--- config.mk ---
export PLATFORM = sky130hd
export DESIGN_NAME = jk_excite_driver
export DESIGN_NICKNAME = d
export VERILOG_FILES = /design/src/rtl/jk_excite_driver.sv
export SDC_FILE = /design/constraint.sdc
export NUM_CORES = 1
export LEC_CHECK = 0
export CORE_MARGIN = 3
export CORE_UTILIZATION = 31
export CTS_BUF_LIST = sky130_fd_sc_hd__clkbuf_4 sky130_fd_sc_hd__clkbuf_8
export DETAILED_ROUTE_END_ITERATION = 7
export GPL_ROUTABILITY_DRIVEN = 0
export MAX_ROUTING_LAYER = met4
export PLACE_DENSITY = 0.6
export SETUP_SLACK_MARGIN = 0.5
export SLEW_MARGIN = 15
export SYNTH_ARGS = -nofsm -noshare
export SYNTH_HDL_FRONTEND = slang
export SYNTH_SLANG_ARGS = --single-unit
--- constraint.sdc ---
create_clock -name clk -period 2.1 [get_ports clk]
set_input_delay 0.42 -clock clk [delete_from_list [all_inputs] [get_ports clk]]
set_output_delay 0.42 -clock clk [all_outputs]
set_load 0.01 [all_outputs]
--- src/rtl/jk_excite_driver.sv ---
// Drives the J/K inputs of an external JK flop to reach a requested value,
// then watches q/q_bar feedback for success, inconsistency or timeout.
module jk_excite_driver #(
    parameter int TIMEOUT    = 4,
    parameter bit USE_TOGGLE = 1'b0
) (
    input  logic       clk,
    input  logic       reset,
    input  logic       req_valid,
    input  logic       req_q,
    output logic       req_ready,
    input  logic       q_fb,
    input  logic       q_bar_fb,
    output logic       j,
    output logic       k,
    output logic       done,
    output logic       err,
    output logic [7:0] err_cnt
);

    typedef enum logic [1:0] {
        ST_IDLE,
        ST_DRIVE,
        ST_WAIT
    } state_t;

    localparam logic [3:0] LAST_WAIT = 4'(TIMEOUT - 1);

    state_t     state_q, state_d;
    logic [3:0] wait_cnt_q, wait_cnt_d;
    logic       target_q, target_d;
    logic       j_q, j_d;
    logic       k_q, k_d;
    logic       done_q, done_d;
    logic       err_q, err_d;
    logic [7:0] err_cnt_q, err_cnt_d;

    logic fb_match;
    logic fb_bad;
    logic timeout_hit;

    assign fb_match    = (q_fb == target_q) && (q_bar_fb == ~target_q);
    assign fb_bad      = (q_fb == q_bar_fb);
    assign timeout_hit = (wait_cnt_q == LAST_WAIT);

    // NOTE: non-blocking assignments keep every flop sampling pre-edge values.
    always_ff @(posedge clk) begin
        if (reset) begin
            state_q    <= ST_IDLE;
            wait_cnt_q <= 4'd0;
            target_q   <= 1'b0;
            j_q        <= 1'b0;
            k_q        <= 1'b0;
            done_q     <= 1'b0;
            err_q      <= 1'b0;
            err_cnt_q  <= 8'd0;
        end else begin
            state_q    <= state_d;
            wait_cnt_q <= wait_cnt_d;
            target_q   <= target_d;
            j_q        <= j_d;
            k_q        <= k_d;
            done_q     <= done_d;
            err_q      <= err_d;
            err_cnt_q  <= err_cnt_d;
        end
    end

    // NOTE: defaults first so no path through the case leaves a signal unassigned (no latches).
    always_comb begin
        state_d    = state_q;
        wait_cnt_d = wait_cnt_q;
        target_d   = target_q;
        case (state_q)
            ST_IDLE: begin
                if (req_valid) begin
                    target_d = req_q;
                    state_d  = ST_DRIVE;
                end
            end
            ST_DRIVE: begin
                wait_cnt_d = 4'd0;
                state_d    = ST_WAIT;
            end
            ST_WAIT: begin
                if (fb_match || fb_bad || timeout_hit) begin
                    state_d = ST_IDLE;
                end else begin
                    wait_cnt_d = wait_cnt_q + 4'd1;
                end
            end
            default: state_d = ST_IDLE;
        endcase
    end

    always_comb begin
        j_d       = 1'b0;
        k_d       = 1'b0;
        done_d    = 1'b0;
        err_d     = 1'b0;
        err_cnt_d = err_cnt_q;
        case (state_q)
            ST_IDLE: begin
                if (req_valid) begin
                    if (USE_TOGGLE) begin
                        j_d = (q_fb != req_q);
                        k_d = (q_fb != req_q);
                    end else begin
                        j_d = req_q;
                        k_d = ~req_q;
                    end
                end
            end
            ST_WAIT: begin
                // A match wins over both the inconsistency and timeout checks.
                if (fb_match) begin
                    done_d = 1'b1;
                end else if (fb_bad || timeout_hit) begin
                    err_d = 1'b1;
                end
            end
            default: ;
        endcase
        if (err_d && (err_cnt_q != 8'hFF)) begin
            err_cnt_d = err_cnt_q + 8'd1;
        end
    end

    assign req_ready = (state_q == ST_IDLE);
    assign j         = j_q;
    assign k         = k_q;
    assign done      = done_q;
    assign err       = err_q;
    assign err_cnt   = err_cnt_q;

endmodule

==> impl_metrics.xml, run 1 <==
<?xml version="1.0" encoding="UTF-8"?>
<metrics>
  <group name="run_status">
    <metric name="run_status" unit="">finished, final reports clean</metric>
  </group>
  <group name="cts">
    <metric name="ctsLongestPathBuffers" unit="">2</metric>
    <metric name="cts_max_level" unit="">1</metric>
    <metric name="cts_tree" unit="">built</metric>
    <metric name="tritoncts_num_sinks" unit="">19</metric>
    <metric name="cts_hold_buf" unit="">0</metric>
    <metric name="clk_pin_slew" unit="ns">0.11</metric>
    <metric name="cts_root_buf" unit="">clkbuf_4</metric>
    <metric name="clock_latency" unit="ns">0.30</metric>
    <metric name="tritoncts.num_buffers" unit="">3</metric>
  </group>
  <group name="power_and_ir_drop">
    <metric name="netSwitchingPower" unit="uW">160.8</metric>
    <metric name="power-per-cell-area" unit="nW/um2">474.0</metric>
    <metric name="share_clk_of_total_power" unit="">0.298</metric>
    <metric name="power.internal" unit="uW">501.1</metric>
    <metric name="irDropWorstVdd" unit="uV">408.5</metric>
    <metric name="comb_power_share" unit="">0.141</metric>
    <metric name="share_seq_of_total_power" unit="">0.561</metric>
    <metric name="static-leakage-power" unit="uW">0.0005732</metric>
    <metric name="swShare" unit="">0.2429</metric>
  </group>
  <group name="sta">
    <metric name="fin_ws" unit="ns">0.3438</metric>
    <metric name="rsz0062_at_grt" unit="">yes</metric>
    <metric name="fmax" unit="MHz">569.4</metric>
    <metric name="timing.final.hold_violations" unit="">0</metric>
    <metric name="fin_crit" unit="ns">1.756</metric>
    <metric name="max-slew-margin-rel" unit="">0.6664</metric>
    <metric name="final-max-slew-violation-count" unit="">0</metric>
    <metric name="worst_clock_skew" unit="ns">0.01529</metric>
    <metric name="final-setup-viol-count" unit="">0</metric>
    <metric name="timing_worst_slew_pin_value" unit="ns">0.4988</metric>
    <metric name="min_period_over_period" unit="">0.8363</metric>
  </group>
  <group name="synth">
    <metric name="yosys.cell_types.count" unit="">35</metric>
    <metric name="synthesis.instances" unit="">99</metric>
    <metric name="postSynthAreaPerCell" unit="um2">9.024</metric>
    <metric name="synth-warning-count" unit="">0</metric>
    <metric name="synth_edf_count" unit="">0</metric>
    <metric name="synth.net_count" unit="">107</metric>
    <metric name="synthesis.area" unit="um2">893.4</metric>
    <metric name="synth.yosys.seq_area_share" unit="">0.4258</metric>
    <metric name="async_reset_ff_frac" unit="">0</metric>
    <metric name="ys_dominant_reg_cell" unit="">dfxtp_1</metric>
    <metric name="synth.ff_latch_count" unit="">19</metric>
  </group>
  <group name="routing">
    <metric name="drcViolationCount" unit="">0</metric>
    <metric name="vias" unit="">889</metric>
    <metric name="antenna_left" unit="">0</metric>
    <metric name="post_drt_via_cell_ratio" unit="">5.292</metric>
    <metric name="drt_iter0_markers" unit="">47</metric>
    <metric name="drt_first_pass_iters" unit="">4</metric>
    <metric name="routed_wl" unit="um">2337</metric>
    <metric name="wl_per_cell" unit="um">13.91</metric>
  </group>
  <group name="placement">
    <metric name="placement.io_buffers" unit="">18</metric>
    <metric name="dp_hpwl" unit="um">1496</metric>
    <metric name="place.detailed.instances" unit="">150</metric>
    <metric name="dp_worst_setup_slack" unit="ns">-0.2105</metric>
  </group>
  <group name="hold_path">
    <metric name="min_to" unit="">done</metric>
    <metric name="timing.hold.worst.class" unit="">reg2reg</metric>
    <metric name="worstHoldPathCells" unit="">2</metric>
    <metric name="worstHoldStart" unit="">state_q[1]</metric>
  </group>
  <group name="global_routing">
    <metric name="first_global_vias" unit="">798</metric>
    <metric name="grt_use_total" unit="">0.1394</metric>
    <metric name="grt_overflow" unit="">0</metric>
    <metric name="grt_first_pass_wirelength" unit="um">3643</metric>
    <metric name="globalRoute.busiestLayer" unit="">met2</metric>
    <metric name="grt_antenna_before_repair" unit="">0</metric>
    <metric name="grt.met2_usage" unit="">0.2207</metric>
    <metric name="grt_use_met1" unit="">0.1740</metric>
    <metric name="met3_usage" unit="">0.03888</metric>
    <metric name="grt_max_degree" unit="">15</metric>
  </group>
  <group name="layout">
    <metric name="filler_cell_count" unit="">227</metric>
    <metric name="finish.net_count" unit="">147</metric>
    <metric name="insertedDiodeCount" unit="">0</metric>
    <metric name="layout-area-overhead-vs-synth" unit="%">56.30</metric>
    <metric name="finish.cell_count_without_fillers" unit="">168</metric>
    <metric name="drive_above_1_share" unit="">0.3551</metric>
  </group>
  <group name="die">
    <metric name="start_util" unit="">0.3420</metric>
    <metric name="floorplan_core_area" unit="um2">2613</metric>
    <metric name="placementRows" unit="">18</metric>
    <metric name="fp.dieArea" unit="um2">3562</metric>
    <metric name="chipHeight" unit="um">59.68</metric>
    <metric name="num_io_pins" unit="">19</metric>
    <metric name="dieWidth" unit="um">59.68</metric>
  </group>
  <group name="setup_path">
    <metric name="worst_path_most_repeated_cell" unit="">buf_6</metric>
    <metric name="critical_path_peak_fanout" unit="">8</metric>
    <metric name="arrival" unit="ns">1.92</metric>
    <metric name="critical_path.startpoint_type" unit="">register</metric>
    <metric name="cp.required" unit="ns">2.26</metric>
    <metric name="reg2reg_from" unit="">wait_cnt_q[0]</metric>
    <metric name="regToRegSetupSlack" unit="ns">0.34</metric>
    <metric name="criticalPathCategory" unit="">reg2reg</metric>
    <metric name="crit_slowest_cell" unit="">dfxtp_4</metric>
    <metric name="crit-reg2reg-capture" unit="">err_cnt[6]</metric>
    <metric name="type_of_element_capturing_the_critical_path" unit="">register</metric>
    <metric name="worstPathCellList" unit="">ha_4, nor3b_4, o2111ai_4, buf_6, buf_6, buf_6, nor3_4, a311oi_2</metric>
    <metric name="critPathMaxStageDelay" unit="ns">0.38</metric>
    <metric name="r2r_cells" unit="">8</metric>
  </group>
  <group name="flow_run">
    <metric name="max-cap-violations" unit="">0</metric>
  </group>
</metrics>
[cell usage after synthesis (2+ instances only)]
master / count / area share
a21oi_1: 9 / 0.050
clkbuf_1: 2 / 0.0084
dfxtp_1: 19 / 0.43
ha_1: 2 / 0.028
inv_1: 3 / 0.013
mux2_1: 3 / 0.038
nand2_1: 6 / 0.025
nand2b_1: 2 / 0.014
nand3_1: 7 / 0.039
nor2_1: 10 / 0.042
nor2b_1: 3 / 0.021
nor3_1: 2 / 0.011
nor4_1: 2 / 0.014
o211ai_1: 2 / 0.017
o311ai_0: 2 / 0.020
o31ai_1: 2 / 0.017
or3_1: 2 / 0.014
or4_1: 4 / 0.034
[critical path, delay by kind of cell, from the launching register on]
family                     cells  cell delay (ns)
AOI/OAI and AO/OA              2             0.36
DFF                            1             0.38
adders and majority gates      1             0.13
buffers and inverters          3             0.40
and+or+nand+nor                2             0.35
[repair_timing]
| item | 4_1_cts | 5_1_grt |
|---|---|---|
| gates resized for setup | 23 | 15 |
| pin swaps | 16 | 6 |
| endpoints found under the setup margin | 24 | 16 |
| endpoints found under the hold margin | 0 | 0 |
| setup buffers | 10 | 4 |
[stage by stage]
stage / cell area (um2) / hold slack [ns] / setup TNS, ns / total power [uW] / util
6_report: 1396 / 0.4754 / 0 / 661.9 / 0.5345
5_1_grt: 1396 / 0.5018 / 0 / 692.4 / 0.5345
4_1_cts: 1311 / 0.4786 / 0 / 660.7 / 0.5019
3_5_place_dp: 1181 / 0.4638 / -1.076 / 454.1 / 0.4521
3_3_place_gp: 1181 / 0.4587 / -0.7314 / 452.4 / 0.4521
2_1_floorplan: 937.1 / 0.4450 / 0 / 418.6 / -
[how the worst max path moves through the flow]
stage / startpoint / endpoint / cells after the start
2_1_floorplan: wait_cnt_q[1] / err_cnt[5] / 6
3_3_place_gp: q_fb / err_cnt[5] / 5
3_5_place_dp: q_fb / err_cnt[5] / 5
4_1_cts: wait_cnt_q[1] / err_cnt[5] / 5
5_1_grt: wait_cnt_q[0] / err_cnt[5] / 6
6_report: wait_cnt_q[0] / err_cnt[6] / 8
[state kept, by name (all words and copies together), names as in the netlist]
register    flops
done            1
state_q         2
err_cnt         8
err             1
wait_cnt_q      4
j               1
target_q        1
k               1
[cells in the final DEF, fill, tap and decap left out, types with 3 or more instances in the layout]
cell type         n
a21oi_1           8
dfxtp_2           7
or4_1             3
nand3_1           7
dlygate4sd2_1    11
clkdlybuf4s50_1   6
nor2_1            9
nand2_1           5
dfxtp_1          11
inv_1             3
buf_4            15
buf_6             5
clkbuf_4          4
[area by class of cell]
class                           count  area [um2]  area share
Multi-Input combinational cell     74       586.8      0.4203
Sequential cell                    19       392.9      0.2814
Timing Repair Buffer               38       337.8      0.2419
Tap cell                           30       37.54     0.02688
Clock buffer                        4       30.03     0.02151
Inverter                            3       11.26    0.008065
[power groups by stage]
stage               Clock (uW)  Sequential (uW)  Combinational, uW
finish                     197              371               93.3
CTS                        205              371               84.9
global route               218              373                102
global placement             0              380               72.3
floorplan                    0              381               37.8
detailed placement           0              380               73.8
[cell families (layout without fill, tap and decap cells)]
| logic type | count (synthesis) | in the layout | share of synthesized area |
|---|---|---|---|
| compound gates | 20 | 20 | 0.1526 |
| xor+xnor | 1 | 1 | 0.01821 |
| flops | 19 | 19 | 0.4258 |
| buf+inv | 6 | 45 | 0.02942 |
| mux | 4 | 4 | 0.04902 |
| fa+ha+maj | 2 | 2 | 0.02801 |
| simple gates | 47 | 47 | 0.2969 |
[metal layers]
metal  share of wire  vias to the layer above
met1            0.42                      420
li1                -                      449
met5               0                        -
met2            0.52                       18
met3           0.046                        2
met4           0.012                        0
(Power assumes the default switching activity.)
==> inputs of run 2 (changes only) <==
- PLACE_DENSITY: 0.6 -> 0.62
- clock period: 2.1 -> 1.6 ns (I/O delays scaled with it)
==> run 2 against run 1 <==
Compared with the run above:
- the run now ends with negative setup slack left
- design area rose by 16%
- power rose by 39%
- global-route usage barely moved
- wire length rose by 5.7%
- setup slack got worse by 0.52 ns
- core utilization rose by 8.4 points
- clock skew barely moved
- critical path type unchanged
==> impl_metrics.xml, run 2 (synthesis gave the netlist of run 1 again) <==
<?xml version="1.0" encoding="UTF-8"?>
<metrics>
  <group name="global_routing">
    <metric name="grt_max_degree" unit="">23</metric>
    <metric name="grt_antenna_before_repair" unit="">0</metric>
    <metric name="grt_first_pass_wirelength" unit="um">3774</metric>
    <metric name="grt_overflow" unit="">0</metric>
    <metric name="first_global_vias" unit="">842</metric>
    <metric name="grt_use_total" unit="">0.1397</metric>
  </group>
  <group name="layout">
    <metric name="largest_register_ffs" unit="">8</metric>
    <metric name="footprint_of_the_multi_input_gates" unit="um2">639.4</metric>
    <metric name="finish.utilization" unit="">0.6188</metric>
    <metric name="drive_above_1_share" unit="">0.5987</metric>
    <metric name="most-common-layout-cells" unit="">buf_6 (24), buf_4 (17), dfxtp_2 (12)</metric>
    <metric name="insertedDiodeCount" unit="">0</metric>
    <metric name="finish.net_count" unit="">161</metric>
    <metric name="filler_cell_count" unit="">193</metric>
    <metric name="layout-area-overhead-vs-synth" unit="%">80.95</metric>
    <metric name="finish.cell_count_without_fillers" unit="">182</metric>
    <metric name="most_common_library_cell_in_the_layout_ignoring_fill_and_taps" unit="">buf_6</metric>
    <metric name="sequential_cell_area" unit="um2">399.1</metric>
  </group>
  <group name="sta">
    <metric name="setup-tns-final" unit="ns">-0.9454</metric>
    <metric name="final-setup-viol-count" unit="">8</metric>
    <metric name="timing_worst_slew_pin_value" unit="ns">0.4850</metric>
    <metric name="fmax" unit="MHz">561.7</metric>
    <metric name="min_period_over_period" unit="">1.113</metric>
    <metric name="final-max-slew-violation-count" unit="">0</metric>
    <metric name="rsz0062_at_grt" unit="">yes</metric>
    <metric name="worst_clock_skew" unit="ns">0.01537</metric>
    <metric name="max-slew-margin-rel" unit="">0.6756</metric>
    <metric name="fin_crit" unit="ns">1.780</metric>
    <metric name="fin_ws" unit="ns">-0.1805</metric>
    <metric name="timing.final.hold_violations" unit="">0</metric>
  </group>
  <group name="setup_path">
    <metric name="criticalPathCategory" unit="">reg2reg</metric>
    <metric name="critical_path_peak_fanout" unit="">7</metric>
    <metric name="cp.required" unit="ns">1.83</metric>
    <metric name="type_of_element_capturing_the_critical_path" unit="">register</metric>
    <metric name="arrival" unit="ns">2.01</metric>
    <metric name="critical_path.startpoint_type" unit="">register</metric>
  </group>
  <group name="die">
    <metric name="fp.dieArea" unit="um2">3562</metric>
    <metric name="placementRows" unit="">18</metric>
    <metric name="floorplan_core_area" unit="um2">2613</metric>
    <metric name="dieWidth" unit="um">59.68</metric>
    <metric name="num_io_pins" unit="">19</metric>
    <metric name="start_util" unit="">0.3420</metric>
    <metric name="chipHeight" unit="um">59.68</metric>
  </group>
  <group name="placement">
    <metric name="place.detailed.instances" unit="">163</metric>
    <metric name="dp_hpwl" unit="um">1512</metric>
    <metric name="placement.io_buffers" unit="">18</metric>
  </group>
  <group name="cts">
    <metric name="clock_latency" unit="ns">0.31</metric>
    <metric name="cts_hold_buf" unit="">0</metric>
    <metric name="cts_max_level" unit="">1</metric>
    <metric name="tritoncts.num_buffers" unit="">3</metric>
    <metric name="cts_tree" unit="">built</metric>
    <metric name="tritoncts_num_sinks" unit="">19</metric>
    <metric name="clk_pin_slew" unit="ns">0.13</metric>
    <metric name="cts_root_buf" unit="">clkbuf_4</metric>
    <metric name="ctsLongestPathBuffers" unit="">2</metric>
  </group>
  <group name="routing">
    <metric name="antenna_left" unit="">0</metric>
    <metric name="wl_per_cell" unit="um">13.58</metric>
    <metric name="drt_iter0_markers" unit="">21</metric>
    <metric name="drt_first_pass_iters" unit="">4</metric>
    <metric name="drcViolationCount" unit="">0</metric>
    <metric name="routed_wl" unit="um">2471</metric>
    <metric name="vias" unit="">940</metric>
    <metric name="post_drt_via_cell_ratio" unit="">5.165</metric>
  </group>
  <group name="run_status">
    <metric name="run_status" unit="">finished, violations left</metric>
    <metric name="violations" unit="">negative setup slack</metric>
  </group>
  <group name="flow_run">
    <metric name="max-cap-violations" unit="">0</metric>
  </group>
  <group name="power_and_ir_drop">
    <metric name="static-leakage-power" unit="uW">0.0006265</metric>
    <metric name="power-per-cell-area" unit="nW/um2">567.8</metric>
    <metric name="irDropWorstVdd" unit="uV">431.6</metric>
  </group>
  <group name="hold_path">
    <metric name="timing.hold.worst.class" unit="">reg2reg</metric>
  </group>
</metrics>
-- run 2: power by group --
part           switching, uW  internal [uW]  leakage [uW]
clock                    170           95.3     0.0000139
combinational           72.1           91.0      0.000452
sequential              6.97            482      0.000160
total                    249            669      0.000626
-- run 2: critical path, stage by stage (launching register included) --
cell and delay (ns):
dfxtp_2 0.38, ha_4 0.14, nor3b_4 0.24, o2111ai_4 0.23, buf_6 0.18, or4_1 0.40, a21oi_1 0.14
-- run 2: layout make-up --
type	instances	area share
Multi-Input combinational cell	74	0.3955
Clock inverter	1	0.004644
Inverter	3	0.006966
Clock buffer	3	0.01393
Tap cell	30	0.02322
Sequential cell	19	0.2469
Timing Repair Buffer	52	0.3088
-- run 2: per-stage QoR --
step                      hold slack (ns)  worst slack [ns]  power [uW]  area (um2)
final                              0.5491           -0.1805       917.9        1617
after global routing               0.5895           -0.2664       962.9        1617
after CTS                          0.4803           -0.1038       897.5        1495
after detailed placement           0.4767           -0.4940       618.8        1304
after global placement             0.4742           -0.4501       616.7        1304
after floorplan                    0.3993          -0.08118       552.6       949.7
-- run 2: timing repair --
action                     in CTS  in global routing
resized for setup              87                 25
pin swaps                       7                  2
setup endpoints to repair      28                 27
setup buffers                   9                  6
-- run 2: routing by layer --
layer  vias up  part of all wire  track usage
li1        477                 -            -
met1       441              0.48       0.2008
met2        18              0.48       0.2037
met3         4             0.032      0.01944
met4         0            0.0097      0.03797
met5         -                 0            -
-- run 2: final timing paths --
check	start	cells after the start	slack, ns	endpoint
max	wait_cnt_q[1]	6	-0.18	err_cnt[3]
min	wait_cnt_q[3]	2	0.55	wait_cnt_q[3]
max reg2reg	wait_cnt_q[1]	6	-0.18	err_cnt[3]
min reg2reg	wait_cnt_q[3]	2	0.55	wait_cnt_q[3]
